`config.mk`:
```
export PLATFORM = sky130hd
export DESIGN_NAME = v_mul_seq
export DESIGN_NICKNAME = d
export VERILOG_FILES = /design/src/rtl/v_mul_seq_pkg.sv /design/src/rtl/v_mul_seq_tail_be.sv /design/src/rtl/v_mul_seq.sv
export SDC_FILE = /design/constraint.sdc
export NUM_CORES = 1
export LEC_CHECK = 0
export CORE_MARGIN = 2
export CORE_UTILIZATION = 30
export DETAILED_ROUTE_END_ITERATION = 8
export GPL_TIMING_DRIVEN = 0
export PLACE_DENSITY = 0.75
export SLEW_MARGIN = 20
export SYNTH_ARGS = -nofsm -noshare
export SYNTH_HDL_FRONTEND = slang
export SYNTH_SLANG_ARGS = --single-unit
```
`constraint.sdc`:
```
create_clock -name clk -period 2.6 [get_ports clk]
set_input_delay 0.52 -clock clk [delete_from_list [all_inputs] [get_ports clk]]
set_output_delay 0.52 -clock clk [all_outputs]
set_load 0.01 [all_outputs]
```
`src/rtl/v_mul_seq_pkg.sv`:
```
// Shared vector definitions: element-width codes, register geometry and the
// sequencer state encoding.
// Pure declarations, no latency; no flow control.
package v_mul_seq_pkg;

  // Element width codes carried on sew.
  localparam logic [2:0] SEW_8  = 3'b000;
  localparam logic [2:0] SEW_16 = 3'b001;
  localparam logic [2:0] SEW_32 = 3'b010;

  // Default vector register geometry: VLEN bits, NW 32-bit words.
  localparam int VLEN_DEF = 512;
  localparam int NW_DEF   = VLEN_DEF / 32;

  typedef enum logic [1:0] {
    ST_IDLE  = 2'd0,
    ST_ISSUE = 2'd1,
    ST_DRAIN = 2'd2
  } state_e;

  function automatic logic sew_legal(input logic [2:0] sew);
    return (sew <= SEW_32);
  endfunction

endpackage

```
`src/rtl/v_mul_seq_tail_be.sv`:
```
// Byte-enable for a writeback word: full word, or only the live low bytes of a
// partially filled last word.
// Combinational, zero latency; no flow control.
// Ports: vl_eff (clamped element count), sew (element width code),
//        is_last (word is the final one of the operation), be (byte enables).
module v_tail_be
  import v_mul_seq_pkg::*;
(
  input  logic [6:0] vl_eff,
  input  logic [2:0] sew,
  input  logic       is_last,
  output logic [3:0] be
);

  // nbytes = (elements left over in the last word) * (bytes per element)
  logic [2:0] nbytes;

  always_comb begin
    nbytes = 3'd0;
    case (sew)
      SEW_8:   nbytes = {1'b0, 2'(vl_eff % 7'd4)};
      SEW_16:  nbytes = {1'(vl_eff % 7'd2), 2'b00} >> 1;
      default: nbytes = 3'd0;
    endcase
    be = 4'b1111;
    if (is_last && (nbytes != 3'd0)) begin
      be = 4'((5'd1 << nbytes) - 5'd1);
    end
  end

endmodule

```
`src/rtl/v_mul_seq.sv`:
```
// Sequences a vector multiply: reads word pairs from the register file, feeds an
// external multiplier and writes back the packed low-half products.
// Latency: first read 1 cycle after start, each write 1+MUL_LAT cycles after its read,
// done 1 cycle after the last write; no backpressure, one word per cycle.
// Ports: start/vl/sew/vs1/vs2/vd request, busy/done/err status,
//        rf_rd_* read port, mul_* multiplier interface, rf_wr_* writeback port.
module v_mul_seq
  import v_mul_seq_pkg::*;
#(
  parameter int MUL_LAT = 1,
  parameter int VLEN    = VLEN_DEF
) (
  input  logic        clk,
  input  logic        nrst,
  input  logic        start,
  input  logic [6:0]  vl,
  input  logic [2:0]  sew,
  input  logic [4:0]  vs1,
  input  logic [4:0]  vs2,
  input  logic [4:0]  vd,
  output logic        busy,
  output logic        done,
  output logic        err,
  output logic        rf_rd_en,
  output logic [3:0]  rf_rd_word,
  output logic [4:0]  rf_rd_vreg_a,
  output logic [4:0]  rf_rd_vreg_b,
  input  logic [31:0] rf_rd_data_a,
  input  logic [31:0] rf_rd_data_b,
  output logic [31:0] mul_op_A,
  output logic [31:0] mul_op_B,
  output logic [2:0]  mul_sew,
  output logic        mul_is_mul,
  input  logic [31:0] mul_result,
  output logic        rf_wr_en,
  output logic [4:0]  rf_wr_vreg,
  output logic [3:0]  rf_wr_word,
  output logic [3:0]  rf_wr_be,
  output logic [31:0] rf_wr_data
);

  localparam int NW    = VLEN / 32;
  localparam int PD    = 1 + MUL_LAT;  // read-data stage plus multiplier stages
  localparam int CAP8  = NW * 4;
  localparam int CAP16 = NW * 2;
  localparam int CAP32 = NW;

  state_e     state_q, state_d;
  logic [6:0] vl_eff_q, vl_eff_d;
  logic [4:0] nwd_q, nwd_d;
  logic [2:0] sew_q;
  logic [4:0] vs1_q, vs2_q, vd_q;
  logic [3:0] word_q;
  logic       done_q, err_q;

  logic [PD-1:0] p_vld;
  logic [PD-1:0] p_last;
  logic [3:0]    p_word [PD];
  logic [3:0]    p_be   [PD];

  logic       accept, go, issue_last, wr_last;
  logic [3:0] tail_be;

  assign accept = (state_q == ST_IDLE) && start;
  assign go     = accept && sew_legal(sew) && (vl != 7'd0);

  // Clamp the element count to what fits in one register, then count words.
  always_comb begin
    vl_eff_d = vl;
    nwd_d    = 5'd0;
    case (sew)
      SEW_8: begin
        if ({25'd0, vl} >= 32'(CAP8)) vl_eff_d = 7'(CAP8);
        nwd_d = 5'(({1'b0, vl_eff_d} + 8'd3) >> 2);
      end
      SEW_16: begin
        if ({25'd0, vl} >= 32'(CAP16)) vl_eff_d = 7'(CAP16);
        nwd_d = 5'(({1'b0, vl_eff_d} + 8'd1) >> 1);
      end
      default: begin
        if ({25'd0, vl} >= 32'(CAP32)) vl_eff_d = 7'(CAP32);
        nwd_d = 5'(vl_eff_d);
      end
    endcase
  end

  assign issue_last = (state_q == ST_ISSUE) && ({1'b0, word_q} == (nwd_q - 5'd1));
  assign wr_last    = p_vld[PD-1] && p_last[PD-1];

  v_tail_be u_tail_be (
    .vl_eff  (vl_eff_q),
    .sew     (sew_q),
    .is_last (issue_last),
    .be      (tail_be)
  );

  // DRAIN leaves on the last write itself so busy drops together with done.
  always_comb begin
    state_d = state_q;
    case (state_q)
      ST_IDLE:  if (go)         state_d = ST_ISSUE;
      ST_ISSUE: if (issue_last) state_d = ST_DRAIN;
      ST_DRAIN: if (wr_last)    state_d = ST_IDLE;
      default:                  state_d = ST_IDLE;
    endcase
  end

  always_ff @(posedge clk or negedge nrst) begin
    if (!nrst) begin
      state_q  <= ST_IDLE;
      vl_eff_q <= '0;
      nwd_q    <= '0;
      sew_q    <= '0;
      vs1_q    <= '0;
      vs2_q    <= '0;
      vd_q     <= '0;
      word_q   <= '0;
      done_q   <= 1'b0;
      err_q    <= 1'b0;
    end else begin
      state_q <= state_d;
      if (accept) begin
        vl_eff_q <= vl_eff_d;
        nwd_q    <= nwd_d;
        sew_q    <= sew;
        vs1_q    <= vs1;
        vs2_q    <= vs2;
        vd_q     <= vd;
      end
      if (go) begin
        word_q <= '0;
      end else if (state_q == ST_ISSUE) begin
        word_q <= word_q + 4'd1;
      end
      // Degenerate requests (illegal sew or vl=0) complete immediately.
      done_q <= (accept && !go) || wr_last;
      err_q  <= accept && !sew_legal(sew);
    end
  end

  // Per-word tracking pipeline, stage 0 aligned with the read data.
  always_ff @(posedge clk or negedge nrst) begin
    if (!nrst) begin
      p_vld  <= '0;
      p_last <= '0;
      for (int i = 0; i < PD; i++) begin
        p_word[i] <= '0;
        p_be[i]   <= '0;
      end
    end else begin
      p_vld[0]  <= (state_q == ST_ISSUE);
      p_last[0] <= issue_last;
      p_word[0] <= word_q;
      p_be[0]   <= tail_be;
      for (int i = 1; i < PD; i++) begin
        p_vld[i]  <= p_vld[i-1];
        p_last[i] <= p_last[i-1];
        p_word[i] <= p_word[i-1];
        p_be[i]   <= p_be[i-1];
      end
    end
  end

  assign busy = (state_q != ST_IDLE);
  assign done = done_q;
  assign err  = err_q;

  assign rf_rd_en     = (state_q == ST_ISSUE);
  assign rf_rd_word   = rf_rd_en ? word_q : 4'd0;
  assign rf_rd_vreg_a = rf_rd_en ? vs1_q  : 5'd0;
  assign rf_rd_vreg_b = rf_rd_en ? vs2_q  : 5'd0;

  // Operands are gated so the multiplier sees zeros outside valid data.
  assign mul_is_mul = p_vld[0];
  assign mul_op_A   = p_vld[0] ? rf_rd_data_a : 32'd0;
  assign mul_op_B   = p_vld[0] ? rf_rd_data_b : 32'd0;
  assign mul_sew    = sew_q;

  assign rf_wr_en   = p_vld[PD-1];
  assign rf_wr_vreg = rf_wr_en ? vd_q         : 5'd0;
  assign rf_wr_word = rf_wr_en ? p_word[PD-1] : 4'd0;
  assign rf_wr_be   = rf_wr_en ? p_be[PD-1]   : 4'd0;
  assign rf_wr_data = rf_wr_en ? mul_result   : 32'd0;

endmodule
```
==> summary.md, run 1 <==
| Metric | Value |
|---|---|
| Largest net degree at the start of global routing | `33` |
| Share of layout cells above drive strength 1 | `0.0462` |
| Psw | `2170 uW` |
| Peak supply drop | `0.000548 V` |
| Post-synthesis xor/xnor area fraction | `0.0422` |
| DR vias/cell | `4.49` |
| Synth Flop Type | `dfrtp_1` |
| RSZ-0062 raised after global routing | `false` |
| Final Hold Vio Count | `0` |
| CTS Buffer Depth | `2` |
| Fraction of the mapped netlist area in adder cells | `0.0121` |
| Initial Utilization | `0.306` |
| Multi-input logic area | `1650 um2` |
| Post-synthesis compound-gate area fraction | `0.0699` |
| Top post-synthesis cells by area | `dfrtp_1 43%, and2_1 25%, nand2_1 8.1%` |
| Number of global-route vias before repair | `3346` |
| Post-Place Cell Area | `5780 um2` |
| DRC violation total after the first TritonRoute iteration | `162` |
| Post-Synthesis Cells | `369` |
| IO Count | `256` |
| Antenna-violating nets left | `0` |
| IO Port Bufs | `248` |
| Antenna diodes | `0` |
| Drt total wl | `12.2 mm` |
| Register area | `1330 um2` |
| Syn Nets | `496` |
| Peak Freq | `404 MHz` |
| Design area | `5930 um2` |
| FFs w/ async S/R, synth | `1.00` |
| Vias post-DR | `3432` |
| P_leak | `0.00249 uW` |
| Req. time, crit path | `2.08 ns` |
| Actual slew at the worst max-slew pin | `0.716 ns` |
| Critical R2R Capture | `p_be[5]$_DFF_PN0_` |
| Clock power share | `0.087` |
| Clock Latency Late Sink | `0.31 ns` |
| Clock Sinks | `53` |
| Synth cell count leaders | `125 x and2_1, 67 x nand2_1, 53 x dfrtp_1` |
| # setup viols final | `0` |
| CP arrival | `1.95 ns` |
| Core area | `10200 um2` |
| Crit. End Element | `output pin` |
| Fin worst setup slack | `0.127 ns` |
| P&R area growth vs syn | `90.4%` |
| Int Pwr | `3390 uW` |
| Post-synthesis mux area share | `0.00322` |
| Average size of a mapped cell | `8.44 um2` |
| R2R setup slack | `0.51 ns` |
| Routed wire per std cell | `16.0 um` |
| Post-synth EDFFs | `0` |
| Setup CP Type | `register to output pin` |
| GRT Overall Usage | `0.207` |
| CP startpoint kind | `register` |
| Max Transition Viols Final | `0` |
| Max Cap Viol | `0` |
| CTS tree | `done` |
| Largest family of logic cells by synthesized area | `simple AND/OR/NAND/NOR gates` |
| Top-count cell post-synth | `and2_1` |
| Reg-to-reg critical path startpoint | `nwd_q[0]$_DFFE_PN0P_` |
| Combinational power share | `0.661` |
| First-pass detailed-route iteration total | `4` |
| Register area share after synthesis | `0.426` |
| Slew headroom | `0.518` |
| Status | `completed` |
| Die H | `106 um` |
| Routability cong. | `0.849` |
| Gr ovfl total | `0` |
| Simple-gate share of the synthesized area | `0.402` |
| FILL cells | `915` |
| Global-route wire length before repair | `18.2 mm` |
| Synth Register Bits | `53` |
| Final worst path period need | `2.47 ns` |
| Power per Cell Area | `938 nW/um2` |
| Total CTS buffers | `5` |
| Yosys top cell area share | `0.426` |
| Crit path cell chain | `nor2b_1 -> buf_4 -> clkbuf_8 -> and2_1 -> clkdlybuf4s50_1` |
| CTS clk-pin slew, worst paths | `0.10 ns` |
| Synth cell types | `39` |
| # H-tree levels | `2` |
| Synth warnings | `0` |
| CP max stage delay | `0.54 ns` |
| Final #Nets | `754` |
| Cell taking the most area after synthesis | `dfrtp_1` |
| Hold_buf cts | `0` |
| Place WS | `-0.299 ns` |
| Critical path launch point | `state_q[1]$_DFFE_PN0P_` |
| CP Max Fanout | `11` |
| Switching Fraction | `0.390` |
| R2R depth | `6` |
| Initial antenna violation count | `1` |
| Worst min path class | `input pin to async pin` |
| Critical-path cell with the highest stage delay | `clkdlybuf4s50_1` |
| DP HPWL | `10.1 mm` |
| Clock Skew | `0.00812 ns` |
| Fin util | `0.582` |
| Sequential Power Share | `0.252` |
| Clk Tree Root Cell | `clkbuf_8` |
| DIE AREA | `11200 um2` |
| Die W | `106 um` |
| Synthesized area | `3110 um2` |
| Fin crit share | `0.951` |
| # DRC | `0` |
| # rows | `37` |
## worst max path at each step
stage	slack [ns]	endpoint
after global routing	0.01	rf_rd_vreg_b[1]
after CTS	0.01	rf_rd_vreg_b[0]
after floorplan	0.70	p_be[7]$_DFF_PN0_
final	0.13	rf_rd_vreg_a[2]
after detailed placement	-0.30	rf_rd_vreg_b[0]
after global placement	-0.42	p_vld[0]$_DFF_PN0_
## cell type report
| type | count | area share |
|---|---|---|
| timing repair buffer | 252 | 0.427 |
| multi-input combinational | 282 | 0.279 |
| sequential | 53 | 0.224 |
| tap | 136 | 0.0287 |
| buffer | 27 | 0.0217 |
| clock buffer | 5 | 0.0116 |
| clock inverter | 3 | 0.00443 |
| inverter | 6 | 0.00380 |
## cell usage in the layout, fill, tap and decap left out, types with 2 or more instances in the layout
| cell type | Yosys | routed |
|---|---|---|
| nor3b_1 | 2 | 2 |
| dlymetal6s2s_1 | 0 | 4 |
| nor2_1 | 16 | 16 |
| a21o_1 | 2 | 2 |
| clkbuf_1 | 25 | 18 |
| clkbuf_2 | 0 | 4 |
| nand2_1 | 67 | 67 |
| o21ai_0 | 8 | 8 |
| xnor2_1 | 9 | 9 |
| a32oi_1 | 2 | 2 |
| dfrtp_2 | 0 | 2 |
| nand4_1 | 4 | 4 |
| nor4_1 | 2 | 2 |
| buf_2 | 1 | 2 |
| dfrtp_1 | 53 | 51 |
| ha_1 | 3 | 3 |
| or2_2 | 2 | 2 |
| a21oi_1 | 2 | 2 |
| nor3_1 | 3 | 3 |
| nand3_1 | 7 | 7 |
| inv_1 | 6 | 6 |
| clkdlybuf4s50_1 | 0 | 243 |
| nor2b_1 | 3 | 3 |
| clkbuf_8 | 0 | 6 |
| clkinvlp_4 | 0 | 2 |
| a31oi_1 | 3 | 3 |
| and2_1 | 125 | 125 |
| o211ai_1 | 2 | 2 |
| xor2_1 | 6 | 6 |
| buf_4 | 0 | 4 |
## routing by layer
metal  GRT usage  wire [um]  share of wire
met1       0.265       5120           0.42
met2       0.335       5780           0.47
met3      0.0686       1130          0.093
met4      0.0526        172          0.014
met5           0         13         0.0011
## power by group through the flow
stage,combinational (uW),clock [uW],sequential [uW]
6_report,3670,484,1400
5_1_grt,3990,529,1450
4_1_cts,3680,493,1400
3_5_place_dp,3650,0,1390
3_3_place_gp,3600,0,1370
2_1_floorplan,1650,0,1350
## state kept, by name, summed over array words and instances (netlist names), 3 cells and up
name     cells
mul_sew      3
nwd_q        5
p_be         8
p_word       8
vd_q         5
vs1_q        5
vs2_q        5
word_q       4
## worst max-delay path, delay by kind of cell (launching register included)
kind | cells | cell delay [ns]
buffers and inverters | 3 | 0.89
and+or+nand+nor | 2 | 0.28
DFF | 1 | 0.47
## logic make-up (layout without fill, tap and decap cells)
logic type / Yosys count / in the layout
XOR/XNOR: 15 / 15
other: 1 / 1
AO/OA/AOI/OAI: 28 / 28
flip-flops: 53 / 53
AND/OR/NAND/NOR: 234 / 234
multiplexers: 1 / 1
adder cells (fa/ha/maj): 3 / 3
buffers and inverters: 34 / 293
## stage by stage
step                      std cells  setup TNS, ns  power (uW)  hold slack [ns]
final                           764              0        5560            0.163
after global routing            764              0        5960            0.194
after detailed placement        754          -2.55        5040            0.335
after floorplan                 369              0        3000            0.224
after CTS                       761              0        5580            0.175
after global placement          753         -24.35        4970            0.333
## repair_timing
action	CTS	global route
gates resized for setup	8	10
setup buffers	0	3
endpoints found under the setup margin	70	34
Power figures use the tool's default switching activity.
==> run 2: changes to the inputs <==
--- a/config.mk
+++ b/config.mk
@@ -5,11 +5,13 @@
 export SDC_FILE = /design/constraint.sdc
 export NUM_CORES = 1
 export LEC_CHECK = 0
+export CELL_PAD_IN_SITES_DETAIL_PLACEMENT = 0
+export CELL_PAD_IN_SITES_GLOBAL_PLACEMENT = 1
 export CORE_MARGIN = 2
-export CORE_UTILIZATION = 30
+export CORE_UTILIZATION = 22
 export DETAILED_ROUTE_END_ITERATION = 8
 export GPL_TIMING_DRIVEN = 0
-export PLACE_DENSITY = 0.75
+export PLACE_DENSITY_LB_ADDON = 0.1
 export SLEW_MARGIN = 20
 export SYNTH_ARGS = -nofsm -noshare
 export SYNTH_HDL_FRONTEND = slang
==> run 2 against run 1 <==
Effect of this change: non-clock buffer count decreased by 4; first-iteration DRC count decreased by 30%; combinational power decreased by 3%; clock-buffer cell count unchanged; die area increased by 35%; clock power increased by 38%; routed wire length increased by 2.1%; global-route usage decreased by 5.1 points; sequential cell count unchanged; critical path type unchanged.
==> summary.md, run 2 (synthesis results as in run 1) <==
| Metric | Value |
|---|---|
| Fin crit share | `0.944` |
| Status | `completed` |
| Slew headroom | `0.556` |
| Largest net degree at the start of global routing | `54` |
| Clock Skew | `0.00569 ns` |
| Max Transition Viols Final | `0` |
| Clk Tree Root Cell | `clkbuf_16` |
| Total CTS buffers | `5` |
| # H-tree levels | `2` |
| First-pass detailed-route iteration total | `4` |
| # rows | `43` |
| RSZ-0062 raised after global routing | `false` |
| Antenna diodes | `0` |
| Req. time, crit path | `2.08 ns` |
| Final Hold Vio Count | `0` |
| CTS clk-pin slew, worst paths | `0.07 ns` |
| Worst min path class | `input pin to async pin` |
| Routability cong. | `0.780` |
| Power Total | `5630 uW` |
| Final #Nets | `750` |
| Max Cap Viol | `0` |
| Hold_ws | `0.265 ns` |
| Post-Place Cell Area | `5820 um2` |
| Setup CP Type | `register to output pin` |
| Die W | `123 um` |
| Drt total wl | `12.5 mm` |
| Setup TNS | `0 ns` |
| Core area | `13800 um2` |
| Initial Utilization | `0.225` |
| IO Port Bufs | `248` |
| P_leak | `0.00243 uW` |
| CP Max Fanout | `11` |
| FILL cells | `1355` |
| CP startpoint kind | `register` |
| Die H | `123 um` |
| DRC violation total after the first TritonRoute iteration | `114` |
| Initial antenna violation count | `0` |
| Actual slew at the worst max-slew pin | `0.666 ns` |
| Hold_buf cts | `0` |
| Vias post-DR | `3298` |
| GRT Overall Usage | `0.155` |
| Gr ovfl total | `0` |
| P&R area growth vs syn | `92.0%` |
| Routed wire per std cell | `15.5 um` |
| Number of global-route vias before repair | `3125` |
| Clock Latency Late Sink | `0.29 ns` |
| Antenna-violating nets left | `0` |
| Peak Freq | `407 MHz` |
| Share of layout cells above drive strength 1 | `0.0369` |
| Commonest non-fill, non-tap cell in the layout | `clkdlybuf4s50_1` |
| Peak supply drop | `0.000354 V` |
| # setup viols final | `0` |
| CP arrival | `1.93 ns` |
| Most frequent cells in the layout | `244 x clkdlybuf4s50_1, 125 x and2_1, 67 x nand2_1` |
| Design area | `5980 um2` |
| CTS Buffer Depth | `2` |
| # DRC | `0` |
| Power per Cell Area | `942 nW/um2` |
| DP HPWL | `10.3 mm` |
| Global-route wire length before repair | `18.0 mm` |
| Final worst path period need | `2.45 ns` |
| IO Count | `256` |
| DR vias/cell | `4.10` |
| Regs by FF count | `p_be x8, p_word x8` |
| Crit. End Element | `output pin` |
| DIE AREA | `15100 um2` |
| CTS tree | `done` |
| Clock Sinks | `53` |
## run 2: changes by cell type in the layout (fill, tap and decap cells not counted), moves of 3 or more
cell / before / now
clkbuf_8: 6 / 0
dlygate4sd2_1: 0 / 3
clkbuf_2: 4 / 1
clkbuf_1: 18 / 21
dlymetal6s2s_1: 4 / 0
buf_4: 4 / 1
clkbuf_16: 0 / 5
## run 2: path summary, 6_finish.rpt
path	startpoint	endpoint	slack (ns)	cells after the start
setup / recovery	state_q[1]$_DFFE_PN0P_	rf_rd_vreg_a[0]	0.15	5
hold reg to reg	p_be[7]$_DFF_PN0_	p_be[3]$_DFF_PN0_	0.35	0
max in group asynchronous	nrst	p_vld[1]$_DFF_PN0_	1.85	1
setup reg to reg	nwd_q[0]$_DFFE_PN0P_	p_be[5]$_DFF_PN0_	0.49	6
hold / removal	nrst	nwd_q[1]$_DFFE_PN0P_	0.27	1
min in group clk	p_be[7]$_DFF_PN0_	p_be[3]$_DFF_PN0_	0.35	0
## run 2: area by class of cell
type / instances / area (um2) / area share
timing repair buffer: 248 / 2480 / 0.414
multi-input combinational: 282 / 1650 / 0.276
sequential: 53 / 1330 / 0.222
tap: 180 / 225 / 0.0377
clock buffer: 5 / 125 / 0.0209
buffer: 27 / 123 / 0.0205
clock inverter: 3 / 26.3 / 0.00440
inverter: 6 / 22.5 / 0.00377
## run 2: through the flow
| step | cells | setup slack [ns] | utilization |
|---|---|---|---|
| after global placement | 797 | -0.647 | 0.421 |
| after floorplan | 369 | 0.703 | - |
| after CTS | 804 | 0.0163 | 0.432 |
| after global routing | 804 | 0.0194 | 0.432 |
| final | 804 | 0.146 | 0.432 |
| after detailed placement | 797 | -0.204 | 0.421 |
## run 2: repair_timing
item / 4_1_cts / 5_1_grt
gates resized for setup: 8 / 6
endpoints found under the setup margin: 52 / 66
pin swaps: 0 / 0
buffers inserted: 0 / 0
## run 2: worst max-delay path: stages, from the launching register on
cell and delay, ns:
dfrtp_2 0.46, nor2b_1 0.12, clkbuf_4 0.22, buf_6 0.16, and2_1 0.12, clkdlybuf4s50_1 0.57
## run 2: power by group
part	switching (uW)	total [uW]	internal, uW
sequential	244	1400	1150
clock	304	668	364
combinational	1590	3560	1980
total	2140	5630	3490
## run 2: routing by layer
layer	track usage	vias up	part of all wire
li1	-	1671	-
met1	0.190	1503	0.39
met2	0.286	120	0.54
met3	0.0281	4	0.071
met4	0.0287	0	0.0065
met5	0	-	0
==> run 3: changes to the inputs <==
--- a/config.mk
+++ b/config.mk
@@ -8,7 +8,7 @@
 export CELL_PAD_IN_SITES_DETAIL_PLACEMENT = 0
 export CELL_PAD_IN_SITES_GLOBAL_PLACEMENT = 1
 export CORE_MARGIN = 2
-export CORE_UTILIZATION = 22
+export CORE_UTILIZATION = 20
 export DETAILED_ROUTE_END_ITERATION = 8
 export GPL_TIMING_DRIVEN = 0
 export PLACE_DENSITY_LB_ADDON = 0.1
==> constraint.sdc (replaced) <==
create_clock -name clk -period 2.2 [get_ports clk]
set_input_delay 0.44 -clock clk [delete_from_list [all_inputs] [get_ports clk]]
set_output_delay 0.44 -clock clk [all_outputs]
set_load 0.01 [all_outputs]
==> run 3 against run 2 <==
Effect of this change: register-to-register slack worse by 0.33 ns; total power is 22% higher; clock-buffer cell count is 1 higher; sequential share of layout area is 0.71 points lower; final cell count is 1.7% higher; setup slack worse by 0.079 ns; sequential cell count stayed put; combinational power is 21% higher; routed wire length is 5.2% higher; clock power is 35% higher; via count is 0.88% higher; utilization is 2.7 points lower.
==> summary.md, run 3 (synthesis results as in run 1) <==
| Metric | Value |
|---|---|
| IO Count | `256` |
| Global-route wire length before repair | `18.6 mm` |
| Req. time, crit path | `1.76 ns` |
| Number of global-route vias before repair | `3123` |
| Die H | `129 um` |
| DP Cell Count | `805` |
| Commonest non-fill, non-tap cell in the layout | `clkdlybuf4s50_1` |
| Peak supply drop | `0.000423 V` |
| CTS tree | `done` |
| Final #Nets | `756` |
| Initial antenna violation count | `0` |
| # setup viols final | `0` |
| FILL cells | `1525` |
| Routability cong. | `0.766` |
| DP HPWL | `10.7 mm` |
| P_leak | `0.00299 uW` |
| Max Transition Viols Final | `0` |
| # rows | `45` |
| Vias post-DR | `3327` |
| Most frequent cells in the layout | `198 x clkdlybuf4s50_1, 125 x and2_1, 67 x nand2_1` |
| Antenna diodes | `0` |
| Final worst path period need | `2.13 ns` |
| GRT Overall Usage | `0.144` |
| DR vias/cell | `4.07` |
| R2R setup slack | `0.16 ns` |
| Fin crit share | `0.970` |
| Gr ovfl total | `0` |
| Worst min path class | `input pin to async pin` |
| Hold_ws | `0.192 ns` |
| P&R area growth vs syn | `98.2%` |
| Die W | `129 um` |
| Reg-to-reg critical path startpoint | `nwd_q[0]$_DFFE_PN0P_` |
| # H-tree levels | `2` |
| CP arrival | `1.69 ns` |
| Critical R2R Capture | `p_be[7]$_DFF_PN0_` |
| DIE AREA | `16600 um2` |
| Clock Sinks | `53` |
| Antenna-violating nets left | `0` |
| Post-route insts no fill | `818` |
| Total CTS buffers | `5` |
| CP Max Fanout | `10` |
| Crit. End Element | `output pin` |
| # DRC | `0` |
| Slew headroom | `0.534` |
| Drt total wl | `13.1 mm` |
| IO Port Bufs | `248` |
| Status | `completed` |
| DRC violation total after the first TritonRoute iteration | `156` |
| First-pass detailed-route iteration total | `4` |
| Fin util | `0.406` |
| Actual slew at the worst max-slew pin | `0.693 ns` |
| Core area | `15200 um2` |
| Largest net degree at the start of global routing | `54` |
| CP startpoint kind | `register` |
| Power per Cell Area | `1110 nW/um2` |
| Clock Latency Late Sink | `0.29 ns` |
| CTS Buffer Depth | `2` |
| Max Cap Viol | `0` |
| Regs by FF count | `p_be x8, p_word x8` |
| Routed wire per std cell | `16.0 um` |
| Clock Skew | `0.00970 ns` |
| R2R depth | `6` |
| Final Hold Vio Count | `0` |
| Clk Tree Root Cell | `clkbuf_16` |
| Initial Utilization | `0.205` |
| Hold_buf cts | `0` |
| Setup CP Type | `register to output pin` |
| Peak Freq | `469 MHz` |
| Share of layout cells above drive strength 1 | `0.0619` |
| CTS clk-pin slew, worst paths | `0.07 ns` |
| RSZ-0062 raised after global routing | `true` |
-- run 3: worst max-delay path, cell delays in order, from the launching register on --
cell             delay (ns)
dfrtp_2                0.45
nor2b_2                0.12
clkbuf_8               0.18
and2_1                 0.14
clkdlybuf4s50_1        0.53
-- run 3: timing repair --
action | in CTS | in global routing
resized for setup | 40 | 44
pin swaps | 0 | 1
setup endpoints to repair | 124 | 87
setup buffers | 0 | 6
-- run 3: routing by layer --
metal / vias up / GRT usage / share of wire
met5: - / 0 / 0
met4: 0 / 0.0211 / 0.0041
met3: 4 / 0.0220 / 0.062
met2: 127 / 0.256 / 0.51
met1: 1516 / 0.188 / 0.43
li1: 1680 / - / -
-- run 3: cell type report --
cell class | instances | area (um2) | area share
clock inverter | 2 | 37.5 | 0.00608
sequential | 53 | 1330 | 0.215
clock buffer | 6 | 139 | 0.0225
timing repair buffer | 254 | 2580 | 0.418
multi-input combinational | 282 | 1660 | 0.269
tap | 188 | 235 | 0.0381
buffer | 27 | 169 | 0.0274
inverter | 6 | 22.5 | 0.00365
-- run 3: metrics by stage --
stage	power (uW)	setup slack, ns	TNS (ns)	area, um2
after floorplan	3550	0.303	0	3110
after global placement	5970	-0.975	-59.79	5830
after detailed placement	5980	-0.568	-9.04	5830
after CTS	6900	0.00264	0	6030
after global routing	7390	-0.00526	-0.00990	6170
final	6850	0.0669	0	6170
-- run 3: power breakdown --
group | internal (uW) | switching, uW
Combinational | 2360 | 1950
Clock | 568 | 336
Sequential | 1360 | 270
-- run 3: worst max-delay path by stage --
stage | from | endpoint | slack (ns) | cells past startpoint
after floorplan | nwd_q[0]$_DFFE_PN0P_ | p_be[7]$_DFF_PN0_ | 0.30 | 6
after global placement | nrst | p_vld[1]$_DFF_PN0_ | -0.97 | 1
after detailed placement | state_q[1]$_DFFE_PN0P_ | rf_rd_word[2] | -0.57 | 5
after CTS | p_vld[0]$_DFF_PN0_ | mul_op_B[22] | 0.003 | 4
after global routing | p_vld[0]$_DFF_PN0_ | mul_op_B[17] | -0.005 | 4
final | state_q[1]$_DFFE_PN0P_ | rf_rd_word[3] | 0.07 | 4
